--- src/rtl/drv_led_pkg.sv ---
// Shared types and constants for the LED pin driver and its sibling drivers.
package drv_led_pkg;

  // Driver FSM states; S_FLASH overrides all others until its timer expires.
  typedef enum logic [2:0] {
    S_OFF       = 3'd0,
    S_ON        = 3'd1,
    S_BLINK_ON  = 3'd2,
    S_BLINK_OFF = 3'd3,
    S_FLASH     = 3'd4
  } state_t;

  // Logical mode commands on i_mode; 2'b11 is reserved and behaves as off.
  localparam logic [1:0] LED_OFF   = 2'b00;
  localparam logic [1:0] LED_ON    = 2'b01;
  localparam logic [1:0] LED_BLINK = 2'b10;

  // Pin polarity, shared with the switch input driver.
  localparam bit ACTIVE_LOW  = 1'b0;
  localparam bit ACTIVE_HIGH = 1'b1;

  // Larger of two lengths, used to size the phase tick counter.
  function automatic int max_int(input int a, input int b);
    return (a > b) ? a : b;
  endfunction

endpackage

--- src/rtl/drv_led_tick.sv ---
// Free-running prescaler: one-clock tick every 2^p_scale clocks.
// A synchronous clear restarts the period so callers get exact phases.
module drv_led_tick #(
  parameter int p_scale = 5
) (
  input  logic clk,
  input  logic rst,
  input  logic clr,
  output logic tick
);

  logic [p_scale-1:0] cnt;

  // Count up every clock; reset or clear restart the period from zero.
  always_ff @(posedge clk) begin
    if (rst || clr) begin
      cnt <= '0;
    end else begin
      cnt <= cnt + p_scale'(1);
    end
  end

  // Tick on the last count of the period, just before the wrap.
  assign tick = &cnt;

endmodule

--- src/rtl/drv_led.sv ---
// LED pin driver: turns off/on/blink commands plus a one-shot flash
// request into a polarity-correct, PWM-dimmed, registered pin level.
// i_flash is a level-sampled request with no acknowledge: every clock it
// is high (re)starts a full flash; o_busy is high while a flash runs.
// o_state exposes the FSM state for observation.
module drv_led
  import drv_led_pkg::*;
#(
  parameter int p_scale     = 5,
  parameter bit p_mode      = ACTIVE_LOW,
  parameter int p_pwm_bits  = 4,
  parameter int p_blink_len = 8,
  parameter int p_flash_len = 4
) (
  input  logic                  i_clk,
  input  logic                  i_rst,
  input  logic [1:0]            i_mode,
  input  logic [p_pwm_bits-1:0] i_level,
  input  logic                  i_flash,
  output logic                  o_busy,
  output logic                  o_drv_led,
  output state_t                o_state
);

  localparam int TW = $clog2(max_int(p_blink_len, p_flash_len) + 1);

  state_t                state;
  state_t                state_nxt;
  logic [TW-1:0]         tick_cnt;
  logic [p_pwm_bits-1:0] pwm_cnt;
  logic                  tick;
  logic                  clr;
  logic                  pwm_on;
  logic                  lit_nxt;
  logic                  blink_end;
  logic                  flash_end;

  drv_led_tick #(
    .p_scale(p_scale)
  ) u_tick (
    .clk (i_clk),
    .rst (i_rst),
    .clr (clr),
    .tick(tick)
  );

  // All-ones level means 100 % duty, otherwise compare against the ramp.
  assign pwm_on    = (&i_level) | (pwm_cnt < i_level);
  assign blink_end = tick && (tick_cnt == TW'(p_blink_len - 1));
  assign flash_end = tick && (tick_cnt == TW'(p_flash_len - 1));

  // Next state: flash beats mode; mode is ignored until a flash expires.
  always_comb begin
    state_nxt = state;
    if (i_flash) begin
      state_nxt = S_FLASH;
    end else if (state == S_FLASH) begin
      if (flash_end) begin
        case (i_mode)
          LED_ON:    state_nxt = S_ON;
          LED_BLINK: state_nxt = S_BLINK_ON;
          default:   state_nxt = S_OFF;
        endcase
      end
    end else begin
      case (i_mode)
        LED_ON: state_nxt = S_ON;
        LED_BLINK: begin
          case (state)
            S_BLINK_ON:  state_nxt = blink_end ? S_BLINK_OFF : S_BLINK_ON;
            S_BLINK_OFF: state_nxt = blink_end ? S_BLINK_ON : S_BLINK_OFF;
            default:     state_nxt = S_BLINK_ON;
          endcase
        end
        default: state_nxt = S_OFF;
      endcase
    end
  end

  // Timers restart on every state entry and on every flash (re)trigger.
  assign clr = i_flash || (state_nxt != state);

  // Logical lit level for the state being entered this clock.
  always_comb begin
    lit_nxt = 1'b0;
    case (state_nxt)
      S_ON, S_BLINK_ON: lit_nxt = pwm_on;
      S_FLASH:          lit_nxt = 1'b1;
      default:          lit_nxt = 1'b0;
    endcase
  end

  // FSM state, phase tick counter, PWM ramp and registered pin outputs.
  always_ff @(posedge i_clk) begin
    if (i_rst) begin
      state     <= S_OFF;
      tick_cnt  <= '0;
      pwm_cnt   <= '0;
      o_busy    <= 1'b0;
      o_drv_led <= ~p_mode;
    end else begin
      state <= state_nxt;
      if (clr) begin
        tick_cnt <= '0;
      end else if (tick) begin
        tick_cnt <= tick_cnt + TW'(1);
      end
      pwm_cnt   <= pwm_cnt + p_pwm_bits'(1);
      o_busy    <= (state_nxt == S_FLASH);
      o_drv_led <= p_mode ? lit_nxt : ~lit_nxt;
    end
  end

  assign o_state = state;

endmodule

--- config.mk ---
export PLATFORM = sky130hd
export DESIGN_NAME = drv_led
export DESIGN_NICKNAME = d
export VERILOG_FILES = /design/src/rtl/drv_led_pkg.sv /design/src/rtl/drv_led_tick.sv /design/src/rtl/drv_led.sv
export SDC_FILE = /design/constraint.sdc
export NUM_CORES = 1
export LEC_CHECK = 0
export BUFFER_PORTS_ARGS = -buffer_cell sky130_fd_sc_hd__buf_2
export CAP_MARGIN = 20
export CORE_AREA = 5 5 62 64
export CTS_CLUSTER_DIAMETER = 50
export DETAILED_ROUTE_END_ITERATION = 10
export DIE_AREA = 0 0 67 69
export PLACE_DENSITY = 0.46
export SYNTH_ARGS = -nofsm -noshare
export SYNTH_HDL_FRONTEND = slang
export SYNTH_SLANG_ARGS = --single-unit
--- constraint.sdc ---
create_clock -name i_clk -period 4.9 [get_ports i_clk]
set_input_delay 0.98 -clock i_clk [delete_from_list [all_inputs] [get_ports i_clk]]
set_output_delay 0.98 -clock i_clk [all_outputs]
set_load 0.02 [all_outputs]
; ---- Word level (Yosys, flattened, before mapping)
; Index checks and enable logic that the tools add are counted.
; Widths: inputs -> output; s select.
[word_totals]
latch_bits = 0
register_bits = 18
inputBits = 9
mem_bits_rw = 0
romBits = 0
memories = 0
out_inout_bits = 5
[op_classes]
addsub = 3
div = 0
n_shift = 0
mux = 9
bitwise_logic = 2
n_reduce_logical = 8
n_lt_le_gt_ge = 1
n_mul = 0
eq_ne = 11
[ops]
columns = op, count
row1 = $eq 3x2->1 const B, 3
row2 = $mux 3, 3
row3 = $add 4x1->4 const B, 2
row4 = $pmux 2 s2, 2
row5 = $eq 3x3->1 const B, 2
row6 = $add 5x1->5 const B, 1
row7 = $reduce_and 5->1, 1
row8 = $eq 4x2->1 const B, 1
row9 = $eq 4x3->1 const B, 1
row10 = $lt 4x4->1, 1
row11 = $pmux 1 s2, 2
row12 = $reduce_and 4->1, 1
row13 = $reduce_or 2->1, 2
row14 = $eq 3x1->1 const B, 1
row15 = $ne 3x3->1, 1
row16 = $eq 2x1->1 const B, 1
row17 = $eq 2x2->1 const B, 1
row18 = $logic_and 1x1->1, 2
row19 = $logic_or 1x1->1, 2
row20 = $mux 1, 2
row21 = $not 1->1, 1
row22 = $or 1x1->1, 1

; ---- Logic depth before layout (Yosys ltp)
; Gate-level depths: netlist (run 1).
[depth]
word_depth = 11
mapped_depth = 8
depth_no_buf = 8

; ---- Cells and area by module
; From an unflattened synthesis (run 1), not the netlist that was laid out.
[unflattened]
hier_cells = 95
area_unflattened_um2 = 899.6
[by_module_without_submodules]
columns = module, area_per_inst_um2, cells_per_inst, instances
row1 = drv_led, 695.7, 78, 1
row2 = drv_led_tick, 203.9, 17, 1

; ---- Worst setup path before layout (run 1)
; OpenSTA, ideal clock, no wires.
[synth_timing]
path_type = input to register
from = input i_mode[0]
to = register u_tick.cnt[0]
cell_stages = 5
arrival_ns = 2.351
setup_ns = 0.073
path_buffers = 0
required_time_ns = 4.827
path_slack_ns = 2.477
path_cell_list = inv_1 -> ha_1 -> or2b_1 -> a2111oi_2 -> nor3b_2
[synth_via]
elab_chain_len = 8
word_cells_on_any_way = 10
classes_between = eq/ne: 3 / mux: 5 / reduce/logical: 2
[synth_rtl]
columns = element, line_no
row1 = from (decl), drv_led.sv:17  ; input logic [1:0] i_mode,
row2 = $eq 2x2->1 / $eq 2x1->1 (equally long branches), "drv_led.sv:59, drv_led.sv:66"
row3 = $pmux 2 s2, drv_led.sv:59  ; case (i_mode)
row4 = $mux 3, drv_led.sv:58  ; if (flash_end) begin
row5 = $mux 3 *, drv_led.sv:57  ; end else if (state == S_FLASH) begin
row6 = $mux 3 *, drv_led.sv:55  ; if (i_flash) begin
row7 = $ne 3x3->1 *, drv_led.sv:81  ; assign clr = i_flash || (state_nxt != state);
row8 = $logic_or 1x1->1 *, drv_led.sv:81
row9 = $logic_or 1x1->1 *, drv_led_tick.sv:16  ; if (rst || clr) begin
row10 = to (signal assigned), drv_led_tick.sv:19  ; cnt <= cnt + p_scale'(1);
row11 = to (decl), drv_led_tick.sv:12  ; logic [p_scale-1:0] cnt;
; Every way passes the cells marked *; elsewhere a longest branch is shown, timed or not.
; A chain may end at the register's enable or synchronous reset.

; ---- Worst setup path in the final report (run 1)
; Same ends and word-level chain as after synthesis.

==> results of run 1 <==
## layout make-up
| cell class | instances | area (um^2) | area share, % |
|---|---|---|---|
| clock buffers | 3 | 22.5 | 2.10 |
| inverters | 6 | 22.5 | 2.10 |
| multi-input cells | 69 | 547 | 50.9 |
| flip-flops and latches | 18 | 360 | 33.5 |
| well taps | 46 | 57.6 | 5.36 |
| repair buffers | 13 | 65.1 | 6.05 |
## worst paths after layout
kind | depth (start not counted) | end | slack, ns | start
min | 1 | pwm_cnt[0] | 0.47 | pwm_cnt[0]
max reg2reg | 7 | u_tick.cnt[0] | 2.51 | u_tick.cnt[0]
min reg2reg | 1 | pwm_cnt[0] | 0.47 | pwm_cnt[0]
max | 6 | u_tick.cnt[0] | 2.41 | i_mode[0]
## cell usage in the layout (no fill, tap or decap), types with 3 or more instances in the layout
master,count
buf_2,13
clkbuf_4,3
dfxtp_1,18
ha_1,9
inv_1,6
nand2_1,8
nor2_1,14
nor3b_2,3
xnor2_1,4
xor2_1,3
## power by group through the flow
stage / sequential (mW) / combinational (mW) / clock (mW)
6_report: 0.156 / 0.0376 / 0.0719
5_1_grt: 0.158 / 0.0420 / 0.0849
4_1_cts: 0.156 / 0.0385 / 0.0762
3_5_place_dp: 0.160 / 0.0382 / 0
3_3_place_gp: 0.160 / 0.0376 / 0
2_1_floorplan: 0.162 / 0.0240 / 0
## metal layers
layer | track usage [%] | vias to the layer above
li1 | - | 357
met1 | 10.4 | 307
met2 | 11.8 | 8
met3 | 3.41 | 2
met4 | 2.70 | 0
met5 | 0 | -
## worst reg2reg max path: cells and delay by family (launching register included)
| family | cells | cell delay [ns] |
|---|---|---|
| AO/OA/AOI/OAI | 2 | 0.89 |
| adder cells (fa/ha/maj) | 2 | 0.49 |
| flip-flops | 1 | 0.34 |
| AND/OR/NAND/NOR | 3 | 0.60 |
## Yosys cell counts (all sizes together) (2+ instances only)
cell type  instances  area (um^2)
dfxtp             18          360
nor2              14         52.6
ha                 9          113
nand2              8         30.0
inv                6         22.5
xnor2              5         51.3
nor3b              3         37.5
xor2               3         26.3
a211oi             2         27.5
mux2i              2         20.0
nand3              2         10.0
nand4              2         12.5
nand4bb            2         27.5
nor2b              2         12.5
## flip-flops by register name, summed over array words and instances, names as in the netlist
signal      flops
o_busy          1
o_drv_led       1
o_state         3
pwm_cnt         4
tick_cnt        4
u_tick.cnt      5
## through the flow
| step | power (mW) | std cells | setup slack (ns) | util, % | instance area, um^2 |
|---|---|---|---|---|---|
| 2_1_floorplan | 0.186 | 94 | 2.48 | - | 933 |
| 3_3_place_gp | 0.197 | 152 | 2.16 | 32.6 | 1050 |
| 3_5_place_dp | 0.198 | 152 | 2.11 | 32.6 | 1050 |
| 4_1_cts | 0.271 | 155 | 2.41 | 33.3 | 1070 |
| 5_1_grt | 0.284 | 155 | 2.28 | 33.3 | 1070 |
| 6_report | 0.266 | 155 | 2.41 | 33.3 | 1070 |
## logic make-up (layout without fill, tap and decap cells)
logic type,Yosys count,after routing,share of synthesized area (%)
flops,18,18,38.6
compound gates,10,10,10.1
fa+ha+maj,9,9,12.1
xor+xnor,8,8,8.31
mux,2,2,2.14
simple gates,40,40,26.0
buf+inv,7,22,2.81
==> impl_metrics.env, run 1 <==
export IMPL_synth_seq_cells=18
export IMPL_async_flop_share_pct=0
export IMPL_path_cells="buf_2 -> inv_1 -> ha_1 -> or2b_1 -> a2111oi_2 -> nor3b_2"
export IMPL_drv_slew=0
export IMPL_top_layer_used="met4"
export IMPL_avgViaCountPerCell=4.35
export IMPL_clk_pin_slew_ns=0.10
export IMPL_insertion_delay_ns=0.29
export IMPL_hold_class="reg -> reg"
export IMPL_die_h_um=69
export IMPL_cp_required_ns=5.12
export IMPL_die_area_um2=4620
export IMPL_synth_seq_area_share_pct=38.6
export IMPL_cts_root_buf="clkbuf_4"
export IMPL_slowest_stage="a2111oi_2"
export IMPL_status="finished clean"
export IMPL_start_kind="primary input"
export IMPL_synth_cell_area_um2=933
export IMPL_fillers=348
export IMPL_fin_skew_ns=0.00231
export IMPL_n_antenna_cell=0
export IMPL_grt_pass1_wl_um=2880
export IMPL_drv_cap=0
export IMPL_combPwrFrac_pct=14.2
export IMPL_finalSetupViolCount=0
export IMPL_synth_edf_count=0
export IMPL_track_usage_pct=8.03
export IMPL_finalWeightedCongestion=0.675
export IMPL_num_vias=674
export IMPL_p_seq_share_pct=58.8
export IMPL_clkPwrFrac_pct=27.1
export IMPL_syn_nets=112
export IMPL_io_buffers=13
export IMPL_crit_type="in -> reg"
export IMPL_h_tree_depth=1
export IMPL_fin_nets=129
export IMPL_wl_met1_um=796
export IMPL_drc_errors=0
export IMPL_final_min_clock_period_ns=2.49
export IMPL_hold_viol_final=0
export IMPL_crit_path_end_kind="register"
export IMPL_grt_ovfl_total=0
export IMPL_drt_iter0_drc=16
export IMPL_yosysWarnings=0
export IMPL_cts_buffer_depth=2
export IMPL_clock_sinks=18
export IMPL_post_cts_resized=0
export IMPL_grt_setup_unrepaired="no"
export IMPL_power_leakage_nw=0.491
export IMPL_ir_drop_mv=0.112
export IMPL_grt_pass1_vias=673
export IMPL_cts_tree="built"
export IMPL_wirelength_um=1620
export IMPL_worstMarginPinSlew_ns=0.804
export IMPL_initial_core_util_pct=28.9
export IMPL_critPathMaxStageDelay_ns=0.77
export IMPL_dr_pass1_iters=2
export IMPL_cts_buffers=3
export IMPL_cts_hold_repair_buffers=0
export IMPL_postSynthCellCount=94
export IMPL_cp_num_buf_inv=2
export IMPL_internal_power_mw=0.197
export IMPL_wl_per_cell_um=10.5
export IMPL_core_area_um2=3230
export IMPL_worstPathArrival_ns=2.71
export IMPL_wl_met3_um=52
export IMPL_max_freq_ghz=0.401
export IMPL_switching_share_pct=25.8
export IMPL_path_delay_family="compound AO/OA/AOI/OAI gates"
export IMPL_grt_max_degree=11
export IMPL_ant_nets=0
export IMPL_syn_to_final_growth_pct=15.1
export IMPL_die_w_um=67
export IMPL_drive_gt1_share_pct=22.0
export IMPL_crit_fanout=9
export IMPL_switchingPower_mw=0.0686
export IMPL_p_per_area_nw_per_um2=247
export IMPL_dp_hpwl_um=1270
export IMPL_row_count=21
export IMPL_slew_headroom_pct=46.3
export IMPL_synth_distinct_cells=33
export IMPL_pin_count=14
export IMPL_synth_ff_type="dfxtp_1"
export IMPL_fin_tns_setup_ns=0
export IMPL_antenna_found_initial=0
export IMPL_synth_area_per_cell_um2=9.93
export IMPL_hold_ws_ns=0.465
export IMPL_post_cts_setup_buffers=0
export IMPL_route_met2_wl_um=759
export IMPL_fin_crit_sh_pct=50.9
(Power assumes the default switching activity.)
==> inputs of run 2 (changes only) <==
==> constraint.sdc (replaced) <==
create_clock -name i_clk -period 2.5 [get_ports i_clk]
set_input_delay 0.5 -clock i_clk [delete_from_list [all_inputs] [get_ports i_clk]]
set_output_delay 0.5 -clock i_clk [all_outputs]
set_load 0.02 [all_outputs]
==> run 2 against run 1 <==
Sequential cell count is the same; global-route usage grew 0.093 points; clock skew is essentially flat; die area is the same; first-iteration DRC count shrank 63%; cell count grew 1.3%; largest power group unchanged; non-clock buffer count grew 1.
==> impl_metrics.env, run 2 (synthesized netlist as in run 1, its figures left out) <==
export IMPL_status="finished clean"
export IMPL_initial_core_util_pct=28.9
export IMPL_fin_util_pct=34.3
export IMPL_final_min_clock_period_ns=2.27
export IMPL_reg_top3="u_tick.cnt (5), pwm_cnt (4), tick_cnt (4)"
export IMPL_grt_max_degree=11
export IMPL_wl_per_cell_um=10.6
export IMPL_multi_input_area_um2=559
export IMPL_ant_nets=0
export IMPL_core_area_um2=3230
export IMPL_drt_iter0_drc=6
export IMPL_max_freq_ghz=0.441
export IMPL_max_flop_register="u_tick.cnt"
export IMPL_dp_hpwl_um=1280
export IMPL_avgViaCountPerCell=4.43
export IMPL_track_usage_pct=8.13
export IMPL_power_leakage_nw=0.504
export IMPL_fin_skew_ns=0.00268
export IMPL_rrSetupSlack_ns=0.23
export IMPL_crit_path_end_kind="register"
export IMPL_cp_required_ns=2.68
export IMPL_hold_class="reg -> reg"
export IMPL_r2r_end="o_drv_led"
export IMPL_cts_tree="built"
export IMPL_crit_type="reg -> reg"
export IMPL_drv_cap=0
export IMPL_grt_ovfl_total=0
export IMPL_fin_nets=130
export IMPL_fillers=337
export IMPL_dr_pass1_iters=4
export IMPL_whs_path_depth=1
export IMPL_clock_sinks=18
export IMPL_r2r_start="u_tick.cnt[0]"
export IMPL_cts_root_buf="clkbuf_4"
export IMPL_n_antenna_cell=0
export IMPL_drive_gt1_share_pct=23.4
export IMPL_fin_crit_sh_pct=90.7
export IMPL_largest_reg_flops=5
export IMPL_die_area_um2=4620
export IMPL_cts_buffer_depth=2
export IMPL_slew_headroom_pct=64.5
export IMPL_p_per_area_nw_per_um2=504
export IMPL_die_w_um=67
export IMPL_fin_tns_setup_ns=0
export IMPL_ir_drop_mv=0.274
export IMPL_io_buffers=13
export IMPL_final_cell_mix="dfxtp_1 (18), nor2_1 (14), buf_2 (13)"
export IMPL_post_cts_resized=0
export IMPL_finalWeightedCongestion=0.796
export IMPL_drv_slew=0
export IMPL_cts_hold_repair_buffers=0
export IMPL_clk_pin_slew_ns=0.10
export IMPL_drc_errors=0
export IMPL_grt_setup_unrepaired="no"
export IMPL_die_h_um=69
export IMPL_worstMarginPinSlew_ns=0.533
export IMPL_seq_area_um2=360
export IMPL_insertion_delay_ns=0.28
export IMPL_syn_to_final_growth_pct=18.8
export IMPL_row_count=21
export IMPL_worstPathArrival_ns=2.45
export IMPL_num_vias=695
export IMPL_start_kind="register"
export IMPL_hold_viol_final=0
export IMPL_cts_buffers=3
export IMPL_wirelength_um=1660
export IMPL_r2r_cells=8
export IMPL_finalSetupViolCount=0
export IMPL_final_common_cell="dfxtp_1"
export IMPL_grt_pass1_wl_um=3030
export IMPL_min_from="pwm_cnt[0]"
export IMPL_h_tree_depth=1
export IMPL_holdPathEnd="pwm_cnt[0]"
export IMPL_grt_pass1_vias=736
export IMPL_crit_fanout=6
export IMPL_antenna_found_initial=0
export IMPL_pin_count=14
export IMPL_post_cts_setup_buffers=0
[run 2: cell count changes in the layout (fill, tap and decap cells not counted), sizes merged]
cell    change
buf         +1
clkbuf      +1
[run 2: area by class of cell]
| class | instances | share of cell area, % |
|---|---|---|
| multi-input cells | 69 | 50.5 |
| flip-flops and latches | 18 | 32.5 |
| repair buffers | 14 | 6.55 |
| well taps | 46 | 5.19 |
| clock buffers | 4 | 3.27 |
| inverters | 6 | 2.03 |
[run 2: metal layers]
| metal | routed length, um | up-vias | share of wire, % | track usage (%) |
|---|---|---|---|---|
| met2 | 812 | 8 | 49 | 12.9 |
| met1 | 789 | 325 | 48 | 10.3 |
| li1 | - | 360 | - | - |
| met4 | 19 | 0 | 1.1 | 4.05 |
| met5 | 0 | - | 0 | 0 |
| met3 | 39 | 2 | 2.3 | 1.46 |
[run 2: where the power goes]
group          switching, mW  internal (mW)
combinational         0.0426         0.0362
sequential           0.00909          0.297
clock                 0.0853         0.0886
[run 2: through the flow]
| step | area (um^2) | hold slack (ns) | worst slack, ns | instances | power, mW |
|---|---|---|---|---|---|
| after floorplan | 933 | 0.425 | 0.413 | 94 | 0.364 |
| after global placement | 1060 | 0.447 | 0.163 | 153 | 0.390 |
| after detailed placement | 1060 | 0.456 | 0.0985 | 153 | 0.391 |
| after CTS | 1100 | 0.478 | 0.0696 | 157 | 0.571 |
| after global routing | 1110 | 0.504 | 0.0611 | 157 | 0.593 |
| final | 1110 | 0.465 | 0.232 | 157 | 0.559 |
[run 2: how the worst max path moves through the flow]
stage / startpoint / to / slack, ns / cells after the start
floorplan: u_tick.cnt[0] / u_tick.cnt[0] / 0.41 / 7
global placement: i_mode[0] / u_tick.cnt[0] / 0.16 / 6
detailed placement: u_tick.cnt[0] / tick_cnt[1] / 0.1 / 7
CTS: u_tick.cnt[0] / tick_cnt[1] / 0.07 / 7
global route: u_tick.cnt[0] / o_drv_led / 0.06 / 8
finish: u_tick.cnt[0] / o_drv_led / 0.23 / 8
[run 2: worst max-delay path: stages (launching register included)]
cell and delay [ns]:
dfxtp_1 0.38, ha_1 0.19, and3_1 0.16, ha_1 0.29, nand4b_1 0.18, mux2i_1 0.18
a211oi_4 0.34, o22ai_1 0.12, a221o_1 0.33
==> inputs of run 3 (changes only) <==
==> constraint.sdc (replaced) <==
create_clock -name i_clk -period 2.9 [get_ports i_clk]
set_input_delay 0.58 -clock i_clk [delete_from_list [all_inputs] [get_ports i_clk]]
set_output_delay 0.58 -clock i_clk [all_outputs]
set_load 0.02 [all_outputs]
==> run 3 against run 2 <==
Sequential power shrank 14%; clock power down 10%; critical path depth is the same; count of clock-buffer cells in the layout stayed put; non-clock buffer count stayed put; global-route usage rose by 0.25 points; sequential cell count did not move; register-to-register slack improved by 0.42 ns; critical path type unchanged; critical endpoint unchanged; highest routed layer unchanged.
==> impl_metrics.env, run 3 (synthesized netlist as in run 1, its figures left out) <==
export IMPL_worstPathArrival_ns=2.44
export IMPL_die_w_um=67
export IMPL_fin_crit_sh_pct=77.4
export IMPL_internal_power_mw=0.363
export IMPL_fin_nets=130
export IMPL_ir_drop_mv=0.164
export IMPL_initial_core_util_pct=28.9
export IMPL_max_freq_ghz=0.445
export IMPL_crit_type="reg -> reg"
export IMPL_dp_hpwl_um=1310
export IMPL_cts_buffers=3
export IMPL_wl_met3_um=52
export IMPL_top_layer_used="met4"
export IMPL_row_count=21
export IMPL_grt_ovfl_total=0
export IMPL_die_area_um2=4620
export IMPL_grt_pass1_vias=675
export IMPL_fillers=350
export IMPL_die_h_um=69
export IMPL_final_cell_mix="dfxtp_1 (18), nor2_1 (14), buf_2 (13)"
export IMPL_dr_pass1_iters=4
export IMPL_wl_per_cell_um=10.8
export IMPL_num_vias=677
export IMPL_crit_path_frequent_cell="ha_1"
export IMPL_crit_path_end_kind="register"
export IMPL_fin_tns_setup_ns=0
export IMPL_cts_root_buf="clkbuf_4"
export IMPL_core_area_um2=3230
export IMPL_drc_errors=0
export IMPL_path_delay_family="compound AO/OA/AOI/OAI gates"
export IMPL_power_leakage_nw=0.503
export IMPL_p_seq_share_pct=54.5
export IMPL_fin_skew_ns=0.00177
export IMPL_wl_met1_um=830
export IMPL_drv_cap=0
export IMPL_wirelength_um=1700
export IMPL_clkPwrFrac_pct=32.1
export IMPL_final_area_um2=1100
export IMPL_switchingPower_mw=0.122
export IMPL_io_buffers=13
export IMPL_start_kind="register"
export IMPL_cp_required_ns=3.09
export IMPL_pin_count=14
export IMPL_path_cells="ha_1 -> and3_1 -> ha_1 -> nand4bb_2 -> o22a_1 -> a211oi_4 -> o22ai_1 -> a221o_1"
export IMPL_switching_share_pct=25.2
export IMPL_crit_fanout=6
export IMPL_slowest_stage="dfxtp_1"
export IMPL_slew_headroom_pct=66.8
export IMPL_dpl_worst_slack_ns=0.605
export IMPL_cp_num_buf_inv=0
export IMPL_rrSetupSlack_ns=0.66
export IMPL_cts_buffer_depth=2
export IMPL_combPwrFrac_pct=13.4
export IMPL_cts_tree="built"
export IMPL_reg_top3="u_tick.cnt (5), pwm_cnt (4), tick_cnt (4)"
export IMPL_finalWeightedCongestion=0.743
export IMPL_drive_gt1_share_pct=23.4
export IMPL_final_min_clock_period_ns=2.24
export IMPL_grt_pass1_wl_um=2960
export IMPL_route_met2_wl_um=778
export IMPL_drv_slew=0
export IMPL_antenna_found_initial=0
export IMPL_hold_viol_final=0
export IMPL_worstMarginPinSlew_ns=0.496
export IMPL_clock_sinks=18
export IMPL_grt_setup_unrepaired="no"
export IMPL_avgViaCountPerCell=4.31
export IMPL_ant_nets=0
export IMPL_track_usage_pct=8.38
export IMPL_setup_ws_ns=0.655
export IMPL_n_antenna_cell=0
export IMPL_h_tree_depth=1
export IMPL_p_per_area_nw_per_um2=443
export IMPL_status="finished clean"
export IMPL_largest_reg_flops=5
export IMPL_insertion_delay_ns=0.29
export IMPL_grt_max_degree=11
export IMPL_max_flop_register="u_tick.cnt"
export IMPL_hold_class="reg -> reg"
export IMPL_syn_to_final_growth_pct=17.4
export IMPL_final_common_cell="dfxtp_1"
export IMPL_post_cts_resized=0
export IMPL_drt_iter0_drc=15
export IMPL_clk_pin_slew_ns=0.11
export IMPL_placed_area_um2=1060
export IMPL_finalSetupViolCount=0
export IMPL_hold_ws_ns=0.480
export IMPL_critPathMaxStageDelay_ns=0.38
export IMPL_post_cts_setup_buffers=0
export IMPL_cts_hold_repair_buffers=0
-- run 3: stage by stage --
| step | std cells | util (%) | total power [mW] |
|---|---|---|---|
| 6_report | 157 | 33.9 | 0.485 |
| 3_5_place_dp | 153 | 32.8 | 0.337 |
| 3_3_place_gp | 153 | 32.8 | 0.336 |
| 5_1_grt | 157 | 33.9 | 0.517 |
| 2_1_floorplan | 94 | - | 0.314 |
| 4_1_cts | 157 | 33.9 | 0.496 |
-- run 3: cell type report --
cell class              instances  area [um^2]  area share, %
flip-flops and latches         18          360           32.9
well taps                      46         57.6           5.25
multi-input cells              69          547           49.9
repair buffers                 14         72.6           6.62
clock buffers                   4         36.3           3.31
inverters                       6         22.5           2.05
-- run 3: path summary, 6_finish.rpt --
path | end | from | cells after the start
setup / recovery | o_drv_led | u_tick.cnt[0] | 8
hold / removal | u_tick.cnt[0] | u_tick.cnt[0] | 1
setup reg to reg | o_drv_led | u_tick.cnt[0] | 8
hold reg to reg | u_tick.cnt[0] | u_tick.cnt[0] | 1
-- run 3: power by group through the flow --
| stage | Sequential (mW) | Clock (mW) | Combinational, mW |
|---|---|---|---|
| 2_1_floorplan | 0.273 | 0 | 0.0405 |
| 3_3_place_gp | 0.270 | 0 | 0.0659 |
| 3_5_place_dp | 0.270 | 0 | 0.0670 |
| 4_1_cts | 0.265 | 0.165 | 0.0669 |
| 5_1_grt | 0.266 | 0.177 | 0.0737 |
| 6_report | 0.264 | 0.156 | 0.0652 |
-- run 3: routing by layer --
| metal | track usage, % | vias up |
|---|---|---|
| met5 | 0 | - |
| met4 | 4.73 | 0 |
| met3 | 2.44 | 4 |
| met2 | 12.7 | 13 |
| met1 | 10.4 | 300 |
| li1 | - | 360 |
